--- src/rtl/status_reporter.sv ---
// rtl/status_reporter.sv - telemetry packet transmitter for FIFO event counters
// Snapshots event counters on a tick or request and streams an 8-byte status packet.
module status_reporter #(
  parameter int unsigned PERIOD_CLKS = 126000000,
  parameter logic [7:0]  SYNC_BYTE   = 8'hA5
) (
  input  logic       clk,
  input  logic       rst,
  input  logic       enable,
  input  logic       req,
  input  logic       rx_beat,
  input  logic       rx_drop,
  input  logic       underrun,
  input  logic       fifo_empty,
  input  logic       fifo_full,
  output logic [7:0] tx_data_si,
  output logic       tx_valid_si,
  input  logic       tx_ready_si,
  output logic       busy
);

  typedef enum logic {IDLE, SEND} state_t;

  localparam logic [26:0] TIMER_LAST = (PERIOD_CLKS == 0) ? 27'd0 : 27'(PERIOD_CLKS - 1);

  state_t      state;
  logic [26:0] timer;
  logic [2:0]  idx;
  logic [15:0] rx_cnt;
  logic [7:0]  ovf_cnt;
  logic [7:0]  udf_cnt;
  logic [7:0]  seq;
  logic        pending;
  logic        missed;

  logic [7:0]  snap_seq;
  logic [7:0]  snap_flags;
  logic [15:0] snap_rx;
  logic [7:0]  snap_ovf;
  logic [7:0]  snap_udf;
  logic [7:0]  snap_chk;

  logic        tick;
  logic        trigger;
  logic        launch;
  logic        xfer;
  logic [7:0]  cur_flags;
  logic [7:0]  cur_chk;
  logic [7:0]  next_byte;

  assign tick      = (PERIOD_CLKS != 0) && enable && (timer == TIMER_LAST);
  assign trigger   = enable & (req | tick);
  assign launch    = trigger | (pending & enable);
  assign xfer      = tx_valid_si & tx_ready_si;
  assign busy      = (state == SEND);
  assign cur_flags = {5'b0, missed, fifo_full, fifo_empty};
  assign cur_chk   = seq ^ cur_flags ^ rx_cnt[15:8] ^ rx_cnt[7:0] ^ ovf_cnt ^ udf_cnt;

  // Byte that follows the one currently presented at position idx.
  always_comb begin
    next_byte = 8'h00;
    case (idx)
      3'd0:    next_byte = snap_seq;
      3'd1:    next_byte = snap_flags;
      3'd2:    next_byte = snap_rx[15:8];
      3'd3:    next_byte = snap_rx[7:0];
      3'd4:    next_byte = snap_ovf;
      3'd5:    next_byte = snap_udf;
      3'd6:    next_byte = snap_chk;
      default: next_byte = 8'h00;
    endcase
  end

  always_ff @(posedge clk) begin
    if (rst) begin
      state       <= IDLE;
      timer       <= '0;
      idx         <= '0;
      rx_cnt      <= '0;
      ovf_cnt     <= '0;
      udf_cnt     <= '0;
      seq         <= '0;
      pending     <= 1'b0;
      missed      <= 1'b0;
      snap_seq    <= '0;
      snap_flags  <= '0;
      snap_rx     <= '0;
      snap_ovf    <= '0;
      snap_udf    <= '0;
      snap_chk    <= '0;
      tx_data_si  <= '0;
      tx_valid_si <= 1'b0;
    end else begin
      if (!enable || tick || PERIOD_CLKS == 0)
        timer <= '0;
      else
        timer <= timer + 27'd1;

      rx_cnt <= rx_cnt + 16'(rx_beat);

      if (state == IDLE && launch) begin
        // Events coinciding with the snapshot belong to the new period.
        ovf_cnt <= {7'b0, rx_drop};
        udf_cnt <= {7'b0, underrun};
      end else begin
        if (rx_drop && ovf_cnt != 8'hFF)
          ovf_cnt <= ovf_cnt + 8'd1;
        if (underrun && udf_cnt != 8'hFF)
          udf_cnt <= udf_cnt + 8'd1;
      end

      case (state)
        IDLE: begin
          if (launch) begin
            snap_seq    <= seq;
            snap_flags  <= cur_flags;
            snap_rx     <= rx_cnt;
            snap_ovf    <= ovf_cnt;
            snap_udf    <= udf_cnt;
            snap_chk    <= cur_chk;
            pending     <= 1'b0;
            // The miss is reported in this packet, so it is no longer outstanding.
            missed      <= 1'b0;
            idx         <= '0;
            tx_data_si  <= SYNC_BYTE;
            tx_valid_si <= 1'b1;
            state       <= SEND;
          end
        end
        SEND: begin
          if (trigger) begin
            if (!pending)
              pending <= 1'b1;
            else
              missed <= 1'b1;
          end
          if (xfer) begin
            if (idx == 3'd7) begin
              tx_valid_si <= 1'b0;
              seq         <= seq + 8'd1;
              state       <= IDLE;
            end else begin
              idx        <= idx + 3'd1;
              tx_data_si <= next_byte;
            end
          end
        end
        default: state <= IDLE;
      endcase
    end
  end

endmodule

--- config.mk ---
export PLATFORM = sky130hd
export DESIGN_NAME = status_reporter
export DESIGN_NICKNAME = d
export VERILOG_FILES = /design/src/rtl/status_reporter.sv
export SDC_FILE = /design/constraint.sdc
export NUM_CORES = 1
export LEC_CHECK = 0
export CORE_MARGIN = 8
export CORE_UTILIZATION = 55
export CTS_BUF_LIST = sky130_fd_sc_hd__clkbuf_4 sky130_fd_sc_hd__clkbuf_8 sky130_fd_sc_hd__clkbuf_16
export CTS_CLUSTER_SIZE = 40
export DETAILED_ROUTE_END_ITERATION = 6
export MAX_ROUTING_LAYER = met4
export PLACE_DENSITY = 0.72
export SYNTH_ARGS = -nofsm -noshare
export SYNTH_HDL_FRONTEND = slang
export SYNTH_SLANG_ARGS = --single-unit
--- constraint.sdc ---
create_clock -name clk -period 2.09 [get_ports clk]
set_input_delay 0.3135 -clock clk [delete_from_list [all_inputs] [get_ports clk]]
set_output_delay 0.3135 -clock clk [all_outputs]
set_load 0.005 [all_outputs]
Word-level counts from Yosys, hierarchy flattened
Cells that the tools add are included.
- register bits after elaboration: 133
- input port bits: 10
- output and inout port bits: 10
- logic and storage cells: 96
- add/sub/neg operators: 6
- eq/ne operators: 16
- multiplexer cells: 27
- bitwise logic cells: 11
- reduce and logical (&&, ||, !) cells: 17
- operators with widths (operator ; number):
    8-bit case mux with 7 select lines ; 1
    8-bit bitwise XOR ; 4
    27-bit by 1-bit adder with 27-bit output, second input constant ; 1
    27-bit equality test, second input constant ; 1
    8-bit by 1-bit adder with 8-bit output, second input constant ; 3
    8-bit two-way mux ; 3
    16-bit by 1-bit adder with 16-bit output ; 1
    8-bit != test, second input constant ; 2
    8-bit case mux with 2 select lines ; 1
    1-bit two-way mux ; 14
    3-bit equality test, second input constant ; 4
    3-bit AND reduction ; 4
    3-bit two-way mux ; 3
    1-bit case mux with 2 select lines ; 4
    8-bit by 3-bit bitwise XOR with 8-bit output ; 1
    3-bit by 2-bit equality test with 1-bit output, second input constant ; 2
    2-bit by 1-bit != test with 1-bit output, second input constant ; 3
    2-bit != test, second input constant ; 3
    3-bit case mux with 2 select lines ; 1
    1-bit logical AND ; 4
    2-bit AND reduction ; 2
    2-bit nonzero test ; 2
    2-bit OR reduction ; 2
    3-bit by 1-bit adder with 3-bit output, second input constant ; 1
    other kinds (7) ; 10

Longest topological paths before layout
Gate-level depths: netlist (run 1).
- depth in word-level cells: 7
- mapped depth: 8
- mapped depth without buffers: 7

Worst setup path before layout (run 1)
No wires, ideal clock.
- kind: register -> register
- start point: reg idx[2]
- end point: reg tx_data_si[3]
- library setup time: 0.121 ns
- arrival: 1.948 ns
- required time: 1.969 ns
- path slack: 0.021 ns
- cell stages (with the launch flop): 9
- path buffers: 2
- clock period less this slack: 2.069 ns
- cell sequence: dfxtp_1 clkbuf_1 inv_1 ha_1 buf_2 or4_1 nand3_1 nor2_1 mux2_2
- word-level cells in the longest chain between the ends: 5
- elaborated cells on any way between the ends: 14
- those cells by class: eq/ne (8); mux (4); reduce/logical (2)
- RTL lines (item ; RTL line ; RTL):
    start: declaration ; 28 ; logic [2:0] idx;
    start signal: assignment ; 143 ; idx <= idx + 3'd1;
    3-bit equality test, or another cell as far along ; 62 ; case (idx)
    8-bit case mux with 7 select lines ; 62 ;
    8-bit two-way mux ; 138 ; if (idx == 3'd7) begin
    8-bit two-way mux ; 137 ; if (xfer) begin
    8-bit case mux with 2 select lines ; 112 ; case (state)
    end signal: assignment ; 144 ; tx_data_si <= next_byte;
    end: declaration ; 16 ; output logic [7:0] tx_data_si,
Parallel ways exist; a longest one is shown, timed or not. The select of a mux whose other input is x is not followed.
A chain may end at the register's enable or synchronous reset.

Worst setup path in the final report (run 1)
- start point: reg timer[24]
- end point: reg snap_seq[2]
- word-level cells in the longest chain between the ends: 6
- RTL lines (item ; RTL line ; RTL):
    start: declaration ; 27 ; logic [26:0] timer;
    start signal: assignment ; 97 ; timer <= timer + 27'd1;
    27-bit equality test ; 51 ; assign tick = (PERIOD_CLKS != 0) && enable && (timer == TIMER_LAST);
    1-bit logical AND ; 51 ;
    1-bit bitwise OR ; 52 ; assign trigger = enable & (req | tick);
    1-bit AND ; 52 ;
    1-bit bitwise OR ; 53 ; assign launch = trigger | (pending & enable);
    2-bit AND reduction (no line) ; -- ;
    end signal: assignment ; 115 ; snap_seq <= seq;
    end: declaration ; 36 ; logic [7:0] snap_seq;
Every way passes these cells.

==> impl_metrics.sql, run 1 <==
INSERT INTO impl_metrics (metric_group, metric, value, unit) VALUES
('run_status', 'run_status', 'finished with violations', ''),
('run_status', 'violations_in_the_final_reports', 'negative setup slack', ''),
('worst_hold_path', 'hp-start', 'fifo_empty', ''),
('power_and_ir_drop', 'worst_ir_drop_on_vdd', '0.765', 'mV'),
('setup_path', 'end_kind', 'flip-flop', ''),
('cts', 'clock_latency', '0.54', 'ns'),
('timing', 'final_hold_violation_count', '0', ''),
('routing', 'ant_nets', '0', ''),
('finish', 'layout.core_utilization', '0.733', ''),
('place', 'post_dp_cell_area', '6510', 'sq um'),
('floorplan', 'dieWidth', '120', 'um'),
('finish', 'finish.net_count', '707', ''),
('floorplan', 'chipHeight', '120', 'um'),
('synthesis', 'synthDominantAreaCellType', 'dfxtp_1', ''),
('power_and_ir_drop', 'cell_internal_pwr', '0.00501', 'W'),
('timing', 'clock-skew-final', '0.00934', 'ns'),
('timing', 'final_max_slew_viol_count', '0', ''),
('cts', 'clockBufferDepth', '2', ''),
('setup_path', 'worst_path_max_delay_cell', 'or4b_4', ''),
('routing', 'route.detailed.wl_per_inst', '21.8', 'um'),
('grt', 'largest_net_degree_at_the_start_of_global_routing', '52', ''),
('cts', 'clock-root-buffer', 'clkbuf_8', ''),
('floorplan', 'core_area', '10700', 'sq um'),
('cts', 'cts_hold_buf', '0', ''),
('setup_path', 'critPathLaunchType', 'flip-flop', ''),
('timing', 'final.setup.worst_slack', '-0.0778', 'ns'),
('grt', 'globalRouteTotalUtil', '0.224', ''),
('setup_path', 'crit_path_cell_trace', 'nand3_2 > or4b_4 > o31a_4 > nor3_4 > buf_6 > buf_12 > a22o_2', ''),
('timing', 'fin_crit_sh', '1.04', ''),
('synthesis', 'synth_seq_cells', '133', ''),
('routing', 'post-route-drc-count', '0', ''),
('cts', 'tritoncts', 'built', ''),
('cts', 'cts.reportedPaths.clkPinSlew', '0.06', 'ns'),
('finish', 'post_route_cells_drive_above_1_share', '0.249', ''),
('grt', 'number_of_global_route_vias_before_repair', '4811', ''),
('run', 'timing.max_cap.violations', '0', ''),
('timing', 'worst_pin_slew', '0.548', 'ns'),
('timing', 'highest_clock_frequency_the_design_can_meet', '461', 'MHz'),
('timing', 'timing.final.setup_violations', '45', ''),
('power_and_ir_drop', 'seq_power_share', '0.408', ''),
('grt', 'grt.overflow.total', '0', ''),
('setup_path', 'crit_type', 'flip-flop to flip-flop', ''),
('routing', 'drt_first_pass_iters', '5', ''),
('timing', 'timing.slew.headroom', '0.631', ''),
('floorplan', 'design.die.area', '14400', 'sq um'),
('cts', 'cts_made_buffers', '17', ''),
('power_and_ir_drop', 'power_density', '815', 'nW/um^2'),
('routing', 'drt_iter0_markers', '538', ''),
('routing', 'vias', '5165', ''),
('worst_hold_path', 'worst_hold_path_type', 'input pin to flip-flop', ''),
('synthesis', 'yosys_most_used_dff', 'dfxtp_1', ''),
('synthesis', 'yosys_warning_count', '0', ''),
('synthesis', 'ys_async_sr_fraction', '0', ''),
('place', 'dp.final_hpwl', '10.1', 'mm'),
('finish', 'post-route-cell-area', '7840', 'sq um'),
('floorplan', 'starting_density_of_the_core', '0.557', ''),
('grt', 'antenna_found_initial', '0', ''),
('synthesis', 'post_synthesis_cells', '621', ''),
('synthesis', 'post_synth.cell_area_avg', '9.59', 'sq um'),
('routing', 'drt_wl_total', '18.3', 'mm'),
('setup_path', 'slowest_delay', '0.53', 'ns'),
('place', 'numPortBuffers', '19', ''),
('grt', 'wire_length_of_the_first_global_routing_pass', '24.8', 'mm'),
('timing', 'final.hold.worst_slack', '0.450', 'ns'),
('setup_path', 'timing.rr.start', 'timer[24]', ''),
('synthesis', 'netlist.area_leader.share', '0.447', ''),
('synthesis', 'syn-cell-area', '5960', 'sq um'),
('power_and_ir_drop', 'swShare', '0.215', ''),
('finish', 'antenna_cells_inserted', '0', ''),
('timing', 'period_needed', '2.17', 'ns'),
('floorplan', 'placementRows', '38', '');
-- layout by cell type, fill, tap and decap left out, types with 5 or more instances in the layout --
| master | Yosys | layout |
|---|---|---|
| dfxtp_1 | 133 | 125 |
| nor2_1 | 80 | 80 |
| xnor2_1 | 55 | 55 |
| buf_4 | 1 | 44 |
| a22o_4 | 0 | 38 |
| xor2_1 | 36 | 36 |
| nand2_1 | 32 | 32 |
| nand3_1 | 28 | 27 |
| clkbuf_16 | 0 | 22 |
| clkdlybuf4s50_1 | 0 | 19 |
| nand4_1 | 18 | 18 |
| a21oi_1 | 20 | 18 |
| inv_1 | 14 | 14 |
| and3_1 | 12 | 11 |
| nor3_1 | 10 | 10 |
| a22o_2 | 47 | 9 |
| dfxtp_2 | 0 | 8 |
| o21ai_0 | 7 | 7 |
| ha_1 | 12 | 7 |
| a221oi_1 | 6 | 6 |
| mux2_2 | 6 | 6 |
| a22oi_1 | 6 | 6 |
| and4_1 | 6 | 6 |
| clkbuf_8 | 0 | 6 |
| buf_6 | 5 | 6 |
| bufinv_16 | 0 | 5 |
| buf_12 | 0 | 5 |
-- through the flow --
| stage | std cells | worst slack (ns) | power (W) | setup TNS, ns |
|---|---|---|---|---|
| after detailed placement | 787 | -0.0469 | 0.00296 | -0.200 |
| after CTS | 827 | -0.0104 | 0.00627 | -0.0793 |
| final | 838 | -0.0778 | 0.00639 | -1.69 |
| after floorplan | 621 | 0.0213 | 0.00283 | 0 |
| after global placement | 787 | -0.0140 | 0.00295 | -0.0176 |
| after global routing | 838 | -0.121 | 0.00655 | -3.49 |
-- repair_timing --
| action | 4_1_cts | 5_1_grt |
|---|---|---|
| buffers inserted | 6 | 3 |
| cloned | 2 | 10 |
| endpoints found under the setup margin | 56 | 76 |
| pin swaps | 0 | 9 |
| resized for setup | 10 | 59 |
-- registers in the layout (all words and copies together), names as in the netlist --
name	flops
timer	27
rx_cnt	16
snap_rx	16
ovf_cnt	8
seq	8
snap_chk	8
snap_ovf	8
snap_seq	8
snap_udf	8
tx_data_si	8
udf_cnt	8
idx	3
snap_flags	3
busy	1
missed	1
pending	1
tx_valid_si	1
-- critical path: cells and delay by family (launching register included) --
family	cells	cell delay (ns)
buf+inv	2	0.35
compound gates	2	0.53
flops	1	0.34
simple gates	3	0.88
-- layout make-up --
cell class                      instances  area, sq um
Tap cell                              140          175
Timing Repair Buffer                   81          853
Multi-Input combinational cell        438         3420
Fill cell                             689         2860
Inverter                               14         52.6
Clock buffer                           24          498
Sequential cell                       133         2670
Clock inverter                          8          168
-- cells in the mapped netlist (7+ instances only) --
| cell type | count |
|---|---|
| dfxtp_1 | 133 |
| nor2_1 | 80 |
| xnor2_1 | 55 |
| a22o_2 | 47 |
| xor2_1 | 36 |
| nand2_1 | 32 |
| nand3_1 | 28 |
| a21oi_1 | 20 |
| clkbuf_1 | 20 |
| nand4_1 | 18 |
| inv_1 | 14 |
| and3_1 | 12 |
| ha_1 | 12 |
| nor3_1 | 10 |
| buf_2 | 8 |
| o21ai_0 | 7 |
-- metal layers --
layer	part of all wire	vias to the layer above	GRT usage
met4	0.052	0	0.106
met1	0.39	2451	0.257
met5	0	-	-
li1	-	2352	-
met2	0.48	275	0.364
met3	0.075	87	0.0517
-- cell families (layout without fill, tap and decap cells) --
logic type / after synthesis / count (layout) / synth area share
AO/OA/AOI/OAI: 118 / 118 / 0.167
multiplexers: 10 / 10 / 0.0181
AND/OR/NAND/NOR: 207 / 207 / 0.168
flip-flops: 133 / 133 / 0.447
XOR/XNOR: 91 / 91 / 0.134
buffers and inverters: 50 / 127 / 0.0401
adder cells (fa/ha/maj): 12 / 12 / 0.0252
-- final timing paths --
kind	to	slack, ns	cells past startpoint
min	snap_flags[0]	0.45	2
max	snap_seq[2]	-0.08	7
max reg2reg	snap_seq[2]	-0.08	7
min reg2reg	tx_data_si[7]	0.47	1
-- power by group through the flow --
stage	Sequential [W]	Clock, W	Combinational [W]
3_5_place_dp	0.00265	0	0.000306
6_report	0.00261	0.00335	0.000434
2_1_floorplan	0.00265	0	0.000184
3_3_place_gp	0.00265	0	0.000298
4_1_cts	0.00260	0.00334	0.000337
5_1_grt	0.00261	0.00348	0.000456
Power figures use the tool's default switching activity.
==> inputs of run 2 (changes only) <==
--- a/config.mk
+++ b/config.mk
@@ -12,6 +12,7 @@
 export DETAILED_ROUTE_END_ITERATION = 6
 export MAX_ROUTING_LAYER = met4
 export PLACE_DENSITY = 0.72
+export SKIP_CTS_REPAIR_TIMING = 1
 export SYNTH_ARGS = -nofsm -noshare
 export SYNTH_HDL_FRONTEND = slang
 export SYNTH_SLANG_ARGS = --single-unit
==> impl_metrics.sql, run 2 (synthesis results as in run 1) <==
INSERT INTO impl_metrics (metric_group, metric, value, unit) VALUES
('timing', 'fin_crit_sh', '1.01', ''),
('cts', 'tritoncts', 'built', ''),
('place', 'weighted_congestion_reported_at_the_end_of_routability_driven_placement', '0.832', ''),
('routing', 'drt_wl_total', '15.6', 'mm'),
('cts', 'clock-root-buffer', 'clkbuf_8', ''),
('grt', 'grt_util_met2', '0.351', ''),
('power_and_ir_drop', 'static-leakage-power', '2.76', 'nW'),
('cts', 'clockBufferDepth', '2', ''),
('worst_hold_path', 'worst_hold_path_type', 'flip-flop to flip-flop', ''),
('floorplan', 'number_of_ports_placed_on_the_die_boundary', '20', ''),
('finish', 'layout.core_utilization', '0.687', ''),
('finish', 'regMostFlops', 'timer', ''),
('setup_path', 'critPathMostFrequentCell', 'buf_4', ''),
('grt', 'grt_util_met3', '0.0442', ''),
('floorplan', 'starting_density_of_the_core', '0.557', ''),
('finish', 'post-route-cell-area', '7350', 'sq um'),
('setup_path', 'path_buf_inv', '3', ''),
('place', 'numPortBuffers', '19', ''),
('power_and_ir_drop', 'clkPwrFrac', '0.530', ''),
('cts', 'cts_made_buffers', '17', ''),
('timing', 'worst_pin_slew', '0.537', 'ns'),
('timing', 'final_hold_violation_count', '0', ''),
('grt', 'largest_net_degree_at_the_start_of_global_routing', '52', ''),
('setup_path', 'crit_required', '2.56', 'ns'),
('setup_path', 'r2r-end', 'snap_udf[5]', ''),
('floorplan', 'placementRows', '38', ''),
('setup_path', 'critPathLaunchType', 'flip-flop', ''),
('grt', 'antenna_found_initial', '0', ''),
('timing', 'timing.slew.headroom', '0.639', ''),
('grt', 'grt.overflow.total', '0', ''),
('finish', 'leading_cell_type_in_the_layout_fill_and_taps_excluded', 'dfxtp_1', ''),
('cts', 'clock_sink_count', '133', ''),
('routing', 'viasPerCell', '5.88', ''),
('power_and_ir_drop', 'combinationalPowerShare', '0.054', ''),
('setup_path', 'crit_type', 'flip-flop to flip-flop', ''),
('power_and_ir_drop', 'swShare', '0.207', ''),
('timing', 'clock-skew-final', '0.00533', 'ns'),
('timing', 'final_max_slew_viol_count', '0', ''),
('finish', 'final.fill_count', '803', ''),
('run', 'timing.max_cap.violations', '0', ''),
('timing', 'final.setup.worst_slack', '-0.0289', 'ns'),
('finish', 'antenna_cells_inserted', '0', ''),
('power_and_ir_drop', 'seq_power_share', '0.415', ''),
('finish', 'multiInputGateArea', '3120', 'sq um'),
('routing', 'route.detailed.wl_per_inst', '18.8', 'um'),
('setup_path', 'arrival_time_of_data_at_the_critical_path_endpoint', '2.59', 'ns'),
('setup_path', 'end_kind', 'flip-flop', ''),
('place', 'dp_slack', '-0.0469', 'ns'),
('power_and_ir_drop', 'switchingPower', '0.00130', 'W'),
('routing', 'post-route-drc-count', '2', ''),
('cts', 'clock_latency', '0.53', 'ns'),
('timing', 'highest_clock_frequency_the_design_can_meet', '472', 'MHz'),
('setup_path', 'crit_fanout', '18', ''),
('grt', 'globalRouteTotalUtil', '0.216', ''),
('cts', 'cts.reportedPaths.clkPinSlew', '0.06', 'ns'),
('power_and_ir_drop', 'power_density', '852', 'nW/um^2'),
('run_status', 'run_status', 'finished with violations', ''),
('finish', 'commonest_cells_after_routing_fill_and_taps_aside', 'dfxtp_1, nor2_1, xnor2_1, buf_4, a22o_2', ''),
('run_status', 'violations_in_the_final_reports', 'design-rule violations, negative setup slack', ''),
('finish', 'largest_registers', 'timer: 27 flops, rx_cnt: 16 flops, snap_rx: 16 flops', ''),
('finish', 'post_route_cells_drive_above_1_share', '0.227', ''),
('worst_hold_path', 'worst_hold_path.num_cells', '1', ''),
('finish', 'finish.net_count', '697', ''),
('place', 'post_dp_cell_area', '6510', 'sq um'),
('floorplan', 'chipHeight', '120', 'um'),
('setup_path', 'crit_path_cell_trace', 'nor4_1 > nand4_1 > buf_4 > o31a_4 > nor3_4 > buf_4 > clkbuf_16 > a22o_2', ''),
('timing', 'timing.final.setup_violations', '38', ''),
('power_and_ir_drop', 'worst_ir_drop_on_vdd', '0.738', 'mV'),
('grt', 'grt_util_met1', '0.256', ''),
('setup_path', 'timing.rr.start', 'timer[16]', ''),
('setup_path', 'regToRegSetupSlack', '-0.03', 'ns'),
('routing', 'drt_first_pass_iters', '7', ''),
('routing', 'ant_nets', '0', ''),
('cts', 'cts_max_level', '4', ''),
('floorplan', 'dieWidth', '120', 'um'),
('setup_path', 'slowest_delay', '0.38', 'ns'),
('setup_path', 'critPathTopFamily', 'simple AND/OR/NAND/NOR gates', ''),
('finish', 'final-seq-area', '2670', 'sq um'),
('finish', 'largest_register_ffs', '27', ''),
('worst_hold_path', 'hp-start', 'timer[0]', ''),
('place', 'dp.final_hpwl', '10.1', 'mm'),
('setup_path', 'worst_path_max_delay_cell', 'nor4_1', ''),
('power_and_ir_drop', 'cell_internal_pwr', '0.00497', 'W'),
('routing', 'vias', '4872', ''),
('setup_path', 'reg2reg_depth', '8', ''),
('routing', 'drt_iter0_markers', '507', ''),
('timing', 'tns', '-0.563', 'ns'),
('floorplan', 'core_area', '10700', 'sq um'),
('worst_hold_path', 'whs_endpoint', 'timer[0]', ''),
('timing', 'period_needed', '2.12', 'ns'),
('floorplan', 'design.die.area', '14400', 'sq um'),
('grt', 'wire_length_of_the_first_global_routing_pass', '24.1', 'mm'),
('grt', 'number_of_global_route_vias_before_repair', '4664', ''),
('finish', 'area_growth_syn_to_layout', '23.4', '%'),
('grt', 'grt.busiest_layer', 'met2', ''),
('timing', 'rsz_0062_raised_after_global_routing', 'yes', '');
==> run 2: changes by cell type in the layout (fill, tap and decap cells not counted), moves of 2 or more <==
| cell | delta |
|---|---|
| buf_6 | -4 |
| clkbuf_16 | -4 |
| dfxtp_1 | +4 |
| a22o_4 | -34 |
| dfxtp_2 | -4 |
| nor4_4 | -2 |
| a22o_2 | +34 |
| nor4_1 | +2 |
==> run 2: worst register-to-register path, stage by stage (launching register included) <==
cell and delay, ns:
dfxtp_1 0.32, nor4_1 0.38, nand4_1 0.15, buf_4 0.18, o31a_4 0.32, nor3_4 0.24
buf_4 0.16, clkbuf_16 0.17, a22o_2 0.14
==> run 2: worst max-delay path by stage <==
stage                    end      start  slack, ns  cells after the start
2_1_floorplan  tx_data_si[3]     idx[2]       0.02                      8
3_3_place_gp      rx_cnt[10]    rx_beat      -0.01                      9
3_5_place_dp      rx_cnt[10]    rx_beat      -0.05                      9
4_1_cts        tx_data_si[6]  timer[25]      -0.06                      6
5_1_grt          snap_seq[3]  timer[16]      -0.09                      8
6_report         snap_udf[5]  timer[16]      -0.03                      8
==> run 2: metal layers <==
| layer | wire, um | up-vias |
|---|---|---|
| met2 | 7680 | 190 |
| li1 | - | 2317 |
| met4 | 361 | 0 |
| met1 | 6540 | 2333 |
| met5 | 0 | - |
| met3 | 1020 | 32 |
==> run 2: power by group through the flow <==
stage	logic (W)	clock network, W	registers [W]
finish	0.000340	0.00332	0.00260
CTS	0.000309	0.00334	0.00260
floorplan	0.000184	0	0.00265
global route	0.000362	0.00346	0.00260
detailed placement	0.000306	0	0.00265
global placement	0.000298	0	0.00265
==> run 2: layout make-up <==
cell class	instances	share of cell area
repair buffers	71	0.0916
multi-input cells	438	0.424
flip-flops and latches	133	0.363
clock buffers	24	0.0677
inverters	14	0.00715
well taps	140	0.0238
clock inverters	8	0.0228
==> run 2: metrics by stage <==
stage / instances / power (W) / hold slack [ns]
3_5_place_dp: 787 / 0.00296 / 0.433
4_1_cts: 819 / 0.00625 / 0.433
6_report: 828 / 0.00626 / 0.407
3_3_place_gp: 787 / 0.00295 / 0.427
5_1_grt: 828 / 0.00642 / 0.432
2_1_floorplan: 621 / 0.00283 / 0.413
==> inputs of run 3 (changes only) <==
--- a/config.mk
+++ b/config.mk
@@ -5,6 +5,7 @@
 export SDC_FILE = /design/constraint.sdc
 export NUM_CORES = 1
 export LEC_CHECK = 0
+export CAP_MARGIN = 20
 export CORE_MARGIN = 8
 export CORE_UTILIZATION = 55
 export CTS_BUF_LIST = sky130_fd_sc_hd__clkbuf_4 sky130_fd_sc_hd__clkbuf_8 sky130_fd_sc_hd__clkbuf_16
==> results of run 3 <==
No change in the layout: final DEF, timing and power equal those of run 2.
==> edit 1 (settings of run 1) <==
Make the reset (`rst`) asynchronous in one clocked block.
--- a/src/rtl/status_reporter.sv
+++ b/src/rtl/status_reporter.sv
@@ -72,5 +72,5 @@
   end
 
-  always_ff @(posedge clk) begin
+  always_ff @(posedge clk or posedge rst) begin
     if (rst) begin
       state       <= IDLE;
Function: differs if rst is asserted again (counterexample within 4 cycles, from zero or initial values and one cycle with rst high); with rst held inactive, the same outputs for 10 cycles.
==> edit 1 against run 1 <==
  * The flow still finishes with violations (setup timing)
  * Sequential cell count did not move
  * Worst setup slack got worse by 0.33 ns
  * Cell count fell by 4.2%
  * Wire length fell by 12%
  * Non-clock buffer count rose by 4
  * Cell area rose by 3.0%
  * Hold slack got worse by 0.10 ns
  * Area after synthesis rose by 7.6%
  * Clock skew fell by 0.0017 ns
  * Critical endpoint is now snap_rx[1]
Power is not compared: it rests on default switching activity, and its combinational part moved more than twofold at a synthesized area within 25%.
==> edit 1: results (changes against run 1) <==
- Status: finished, violations left (unchanged)
- Failing checks: setup timing (unchanged)
- Post-synthesis mux area share: 0.102 (was 0.0181)
- Post-CTS Setup Bufs: 1 (was 6)
- Largest net degree at the start of global routing: 78 (was 52)
- Adder-cell share of the synthesized area: 0.0234 (was 0.0252)
- Final WS setup: -0.411 ns (was -0.0778 ns)
- Dpl cell area: 7130 µm² (was 6510 µm²)
- Placed Cells: 758 (was 787)
- Post-cts gate resize count: 6 (was 10)
- Overall via count from detail_route: 4757 (was 5165)
- Synth Net Count: 589 (was 643)
- Worst r2r dst: snap_rx[1] (was snap_seq[2])
- Initial antenna violation count: 0 (unchanged)
- Routed len/inst: 20.0 µm (was 21.8 µm)
- Xor-xnor portion of the synthesized cell area: 0.124 (was 0.134)
- Placed wire-length estimate: 10.2 mm (was 10.1 mm)
- Clock latency at the later pin of the worst-skew pair: 0.42 ns (was 0.54 ns)
- Gr usage total: 0.215 (was 0.224)
- GP Congestion: 0.864 (was 0.832)
- Design Area, Final: 8070 µm² (was 7840 µm²)
- Vias per inst: 5.92 (was 6.16)
- Final setup fails: 102 (was 45)
- Most instantiated cells after synthesis: dfrtp_1, xnor2_1, nor2_1 (was dfxtp_1, nor2_1, xnor2_1)
- Seq/Total Area, Yosys: 0.519 (was 0.447)
- Layout cells sized above 1: 0.236 (was 0.249)
- Worst VDD drop: 1.00 mV
- Synth Flop Type: dfrtp_1 (was dfxtp_1)
- Synth Area in Compound Gates: 0.0679 (was 0.167)
- Fin nets: 670 (was 707)
- Crit path max fanout: 10 (was 9)
- Worst Skew: 0.00762 ns (was 0.00934 ns)
- Number of fillers in the final layout: 787 (was 689)
- First-pass GRT wire length: 24.5 mm (was 24.8 mm)
- Async SR Flop Fraction: 1.00 (was 0)
- DRT iter0 DRCs: 448 (was 538)
- Number of global-route vias before repair: 4782 (was 4811)
- Worst Tran Pin Value: 0.567 ns (was 0.548 ns)
- Root Driver: clkbuf_16 (was clkbuf_8)
- Setup_tns: -25.26 ns (was -1.69 ns)
- Pre-CTS WS: -0.329 ns (was -0.0469 ns)
- Mapped Cells: 567 (was 621)
## edit 1: cells by family after synthesis
| group | count (synthesis) |
|---|---|
| AO/OA/AOI/OAI | 59 |
| multiplexers | 57 |
| flip-flops | 133 |
| buffers and inverters | 37 |
| adder cells (fa/ha/maj) | 12 |
| XOR/XNOR | 91 |
| AND/OR/NAND/NOR | 178 |
## edit 1: area by class of cell
cell class / instances / share of cell area
clock buffer: 26 / 0.0626
clock inverter: 5 / 0.00620
inverter: 14 / 0.00697
multi-input combinational: 397 / 0.379
sequential: 133 / 0.412
tap: 143 / 0.0222
timing repair buffer: 85 / 0.111
## edit 1: worst max-delay path, cell delays in order, from the launching register on
cell and delay (ns):
dfrtp_1 0.38, or4_1 0.53, or4_4 0.44, o21a_4 0.22, nor2b_4 0.17, buf_12 0.16, buf_12 0.15, mux2_1 0.32
## edit 1: where the power goes
part / leakage [µW] / total [µW] / internal, µW / switching (µW)
Combinational: 0.00158 / 2870 / 1520 / 1350
Sequential: 0.00176 / 3820 / 3160 / 658
Clock: 0.000286 / 2800 / 1770 / 1030
Total: 0.00363 / 9490 / 6450 / 3040
## edit 1: how the worst min path moves through the flow
stage               slack [ns]            end
floorplan                 0.45  snap_flags[0]
global placement          0.47    snap_ovf[4]
detailed placement        0.48    snap_rx[12]
CTS                       0.35     udf_cnt[6]
global route              0.38     udf_cnt[7]
finish                    0.35     udf_cnt[6]
## edit 1: per-layer routing
layer / part of all wire / GRT usage / up-vias / routed length (µm)
met5: 0 / - / - / 0
met4: 0.024 / 0.0840 / 0 / 382
met1: 0.42 / 0.261 / 2437 / 6720
met3: 0.050 / 0.0503 / 32 / 805
li1: - / - / 2147 / -
met2: 0.51 / 0.343 / 141 / 8140
==> edit 2 (config.mk and constraints of run 1) <==
Made on the original files. Set the parameter `PERIOD_CLKS` to 67108864 (it was 126000000).
--- a/src/rtl/status_reporter.sv
+++ b/src/rtl/status_reporter.sv
@@ -2,5 +2,5 @@
 // Snapshots event counters on a tick or request and streams an 8-byte status packet.
 module status_reporter #(
-  parameter int unsigned PERIOD_CLKS = 126000000,
+  parameter int unsigned PERIOD_CLKS = 67108864,
   parameter logic [7:0]  SYNC_BYTE   = 8'hA5
 ) (
Check against the original RTL: no difference found for any inputs over 10 cycles, from zero or initial values and one cycle with rst high; that may be too few to reach the edited logic, so the function may still have changed.
==> edit 2 against run 1 <==
  * Cell area down 6.7%
  * Synthesized cell count up 17%
  * Clock skew down 0.00069 ns
  * Clock power down 9.0%
  * Hold slack worse by 0.19 ns
  * Critical path depth up 2
  * Area after synthesis up 4.7%
  * Wire length down 15%
  * Via count up 3.8%
  * Sequential cell count unchanged
  * Total power down 5.2%
  * Worst setup slack better by 0.15 ns
  * Sequential power about the same
  * Largest cell class unchanged
  * Largest power group unchanged
==> edit 2: results (changes against run 1) <==
- Seq/Total Area, Yosys: 0.427 (was 0.447)
- Max_slew headroom: 0.559 (was 0.631)
- Worst Skew: 0.00866 ns (was 0.00934 ns)
- Number of global-route vias before repair: 5196 (was 4811)
- First-pass GRT wire length: 25.5 mm (was 24.8 mm)
- Number of fillers in the final layout: 915 (was 689)
- Fin nets: 766 (was 707)
- Clock H-tree levels: 4 (unchanged)
- DRT iter0 DRCs: 480 (was 538)
- Placed wire-length estimate: 10.3 mm (was 10.1 mm)
- Routed len/inst: 17.2 µm (was 21.8 µm)
- Placed Cells: 862 (was 787)
- Crit path max fanout: 13 (was 9)
- Clock latency at the later pin of the worst-skew pair: 0.42 ns (was 0.54 ns)
- Layout cells sized above 1: 0.111 (was 0.249)
- Largest net degree at the start of global routing: 59 (was 52)
- Most instantiated cells after synthesis: dfxtp_1, xnor2_1, nor2_1 (was dfxtp_1, nor2_1, xnor2_1)
- Worst VDD drop: 0.584 mV (was 0.765 mV)
- Synth Flop Type: dfxtp_1 (unchanged)
- Area contributors post-synth: dfxtp_1, xnor2_1, a21oi_1 (was dfxtp_1, xnor2_1, a22o_2)
- Initial antenna violation count: 0 (unchanged)
- Status: complete, no violations (was finished, violations left)
- Final setup fails: 0 (was 45)
- Overall via count from detail_route: 5359 (was 5165)
- Non-Filler Instances: 900 (was 838)
- Static Leak: 0.00247 µW (was 0.00305 µW)
- Root Driver: clkbuf_16 (was clkbuf_8)
- Arrival time worst endpoint: 2.31 ns (was 2.65 ns)
- Mapped Cells: 727 (was 621)
- Worst reg2reg path depth: 9 (was 7)
- GP Congestion: 0.851 (was 0.832)
- Drt first pass iters: 6 (was 5)
- Pre-CTS WS: -0.0105 ns (was -0.0469 ns)
- IO Port Bufs: 19 (unchanged)
- Gr usage total: 0.221 (was 0.224)
- Synth Net Count: 749 (was 643)
-- edit 2: changes by cell type in the layout (fill, tap and decap cells not counted), sizes merged, moves of 20 or more --
cell / change
o21ai: +49
a21oi: +49
a22o: -50
nand3: +40
xor2: -20
xnor2: +20
buf: -20
-- edit 2: worst paths after layout --
check / start / to / slack (ns)
setup / recovery: timer[1] / snap_rx[8] / 0.07
hold / removal: rst / seq[2] / 0.26
setup reg to reg: timer[1] / snap_rx[8] / 0.07
hold reg to reg: timer[26] / timer[26] / 0.44
-- edit 2: metal layers --
| layer | vias to the layer above | global-route usage | part of all wire |
|---|---|---|---|
| li1 | 2587 | - | - |
| met1 | 2525 | 0.266 | 0.44 |
| met2 | 208 | 0.341 | 0.47 |
| met3 | 39 | 0.0566 | 0.067 |
| met4 | 0 | 0.107 | 0.031 |
| met5 | - | - | 0 |
-- edit 2: timing repair --
action                                  4_1_cts  5_1_grt
buffers inserted                              1        3
cloned                                        1        1
gates resized for setup                       0        7
endpoints found under the setup margin        3       59
pin swaps                                     1        2
-- edit 2: where the power goes --
group	internal [µW]	switching (µW)	total (µW)
sequential	2570	33.7	2610
combinational	163	232	395
clock	1950	1100	3050
-- edit 2: cell type report --
cell class              count  area, µm²  area share
clock buffers              20        460      0.0629
multi-input cells         525       3270       0.446
inverters                  12       45.0     0.00616
well taps                 143        179      0.0245
clock inverters            12        154      0.0210
flip-flops and latches    133       2660       0.364
repair buffers             55        551      0.0752
-- edit 2: logic make-up after synthesis --
group           after synthesis  share of synthesized area
fa+ha+maj                    12                     0.0241
buf+inv                      69                     0.0527
compound gates              164                      0.159
simple gates                250                      0.196
mux                           8                     0.0134
flops                       133                      0.427
xor+xnor                     91                      0.128
-- edit 2: worst max-delay path: stages, from the launching register on --
cell       delay, ns
dfxtp_1         0.35
ha_2            0.21
and4_4          0.24
and3_2          0.24
a211oi_4        0.07
buf_6           0.16
buf_4           0.14
clkbuf_16       0.16
o21ai_0         0.22
a21oi_1         0.09
-- edit 2: per-stage QoR --
stage          setup TNS [ns]  instance area (µm²)  total power [µW]  hold WS [ns]   util
2_1_floorplan               0                 6240              2890         0.423      -
3_3_place_gp                0                 6600              3010         0.435  0.588
3_5_place_dp          -0.0207                 6600              3020         0.438  0.588
4_1_cts                     0                 7260              6060         0.248  0.647
5_1_grt                     0                 7320              6240         0.264  0.652
6_report                    0                 7320              6050         0.258  0.652
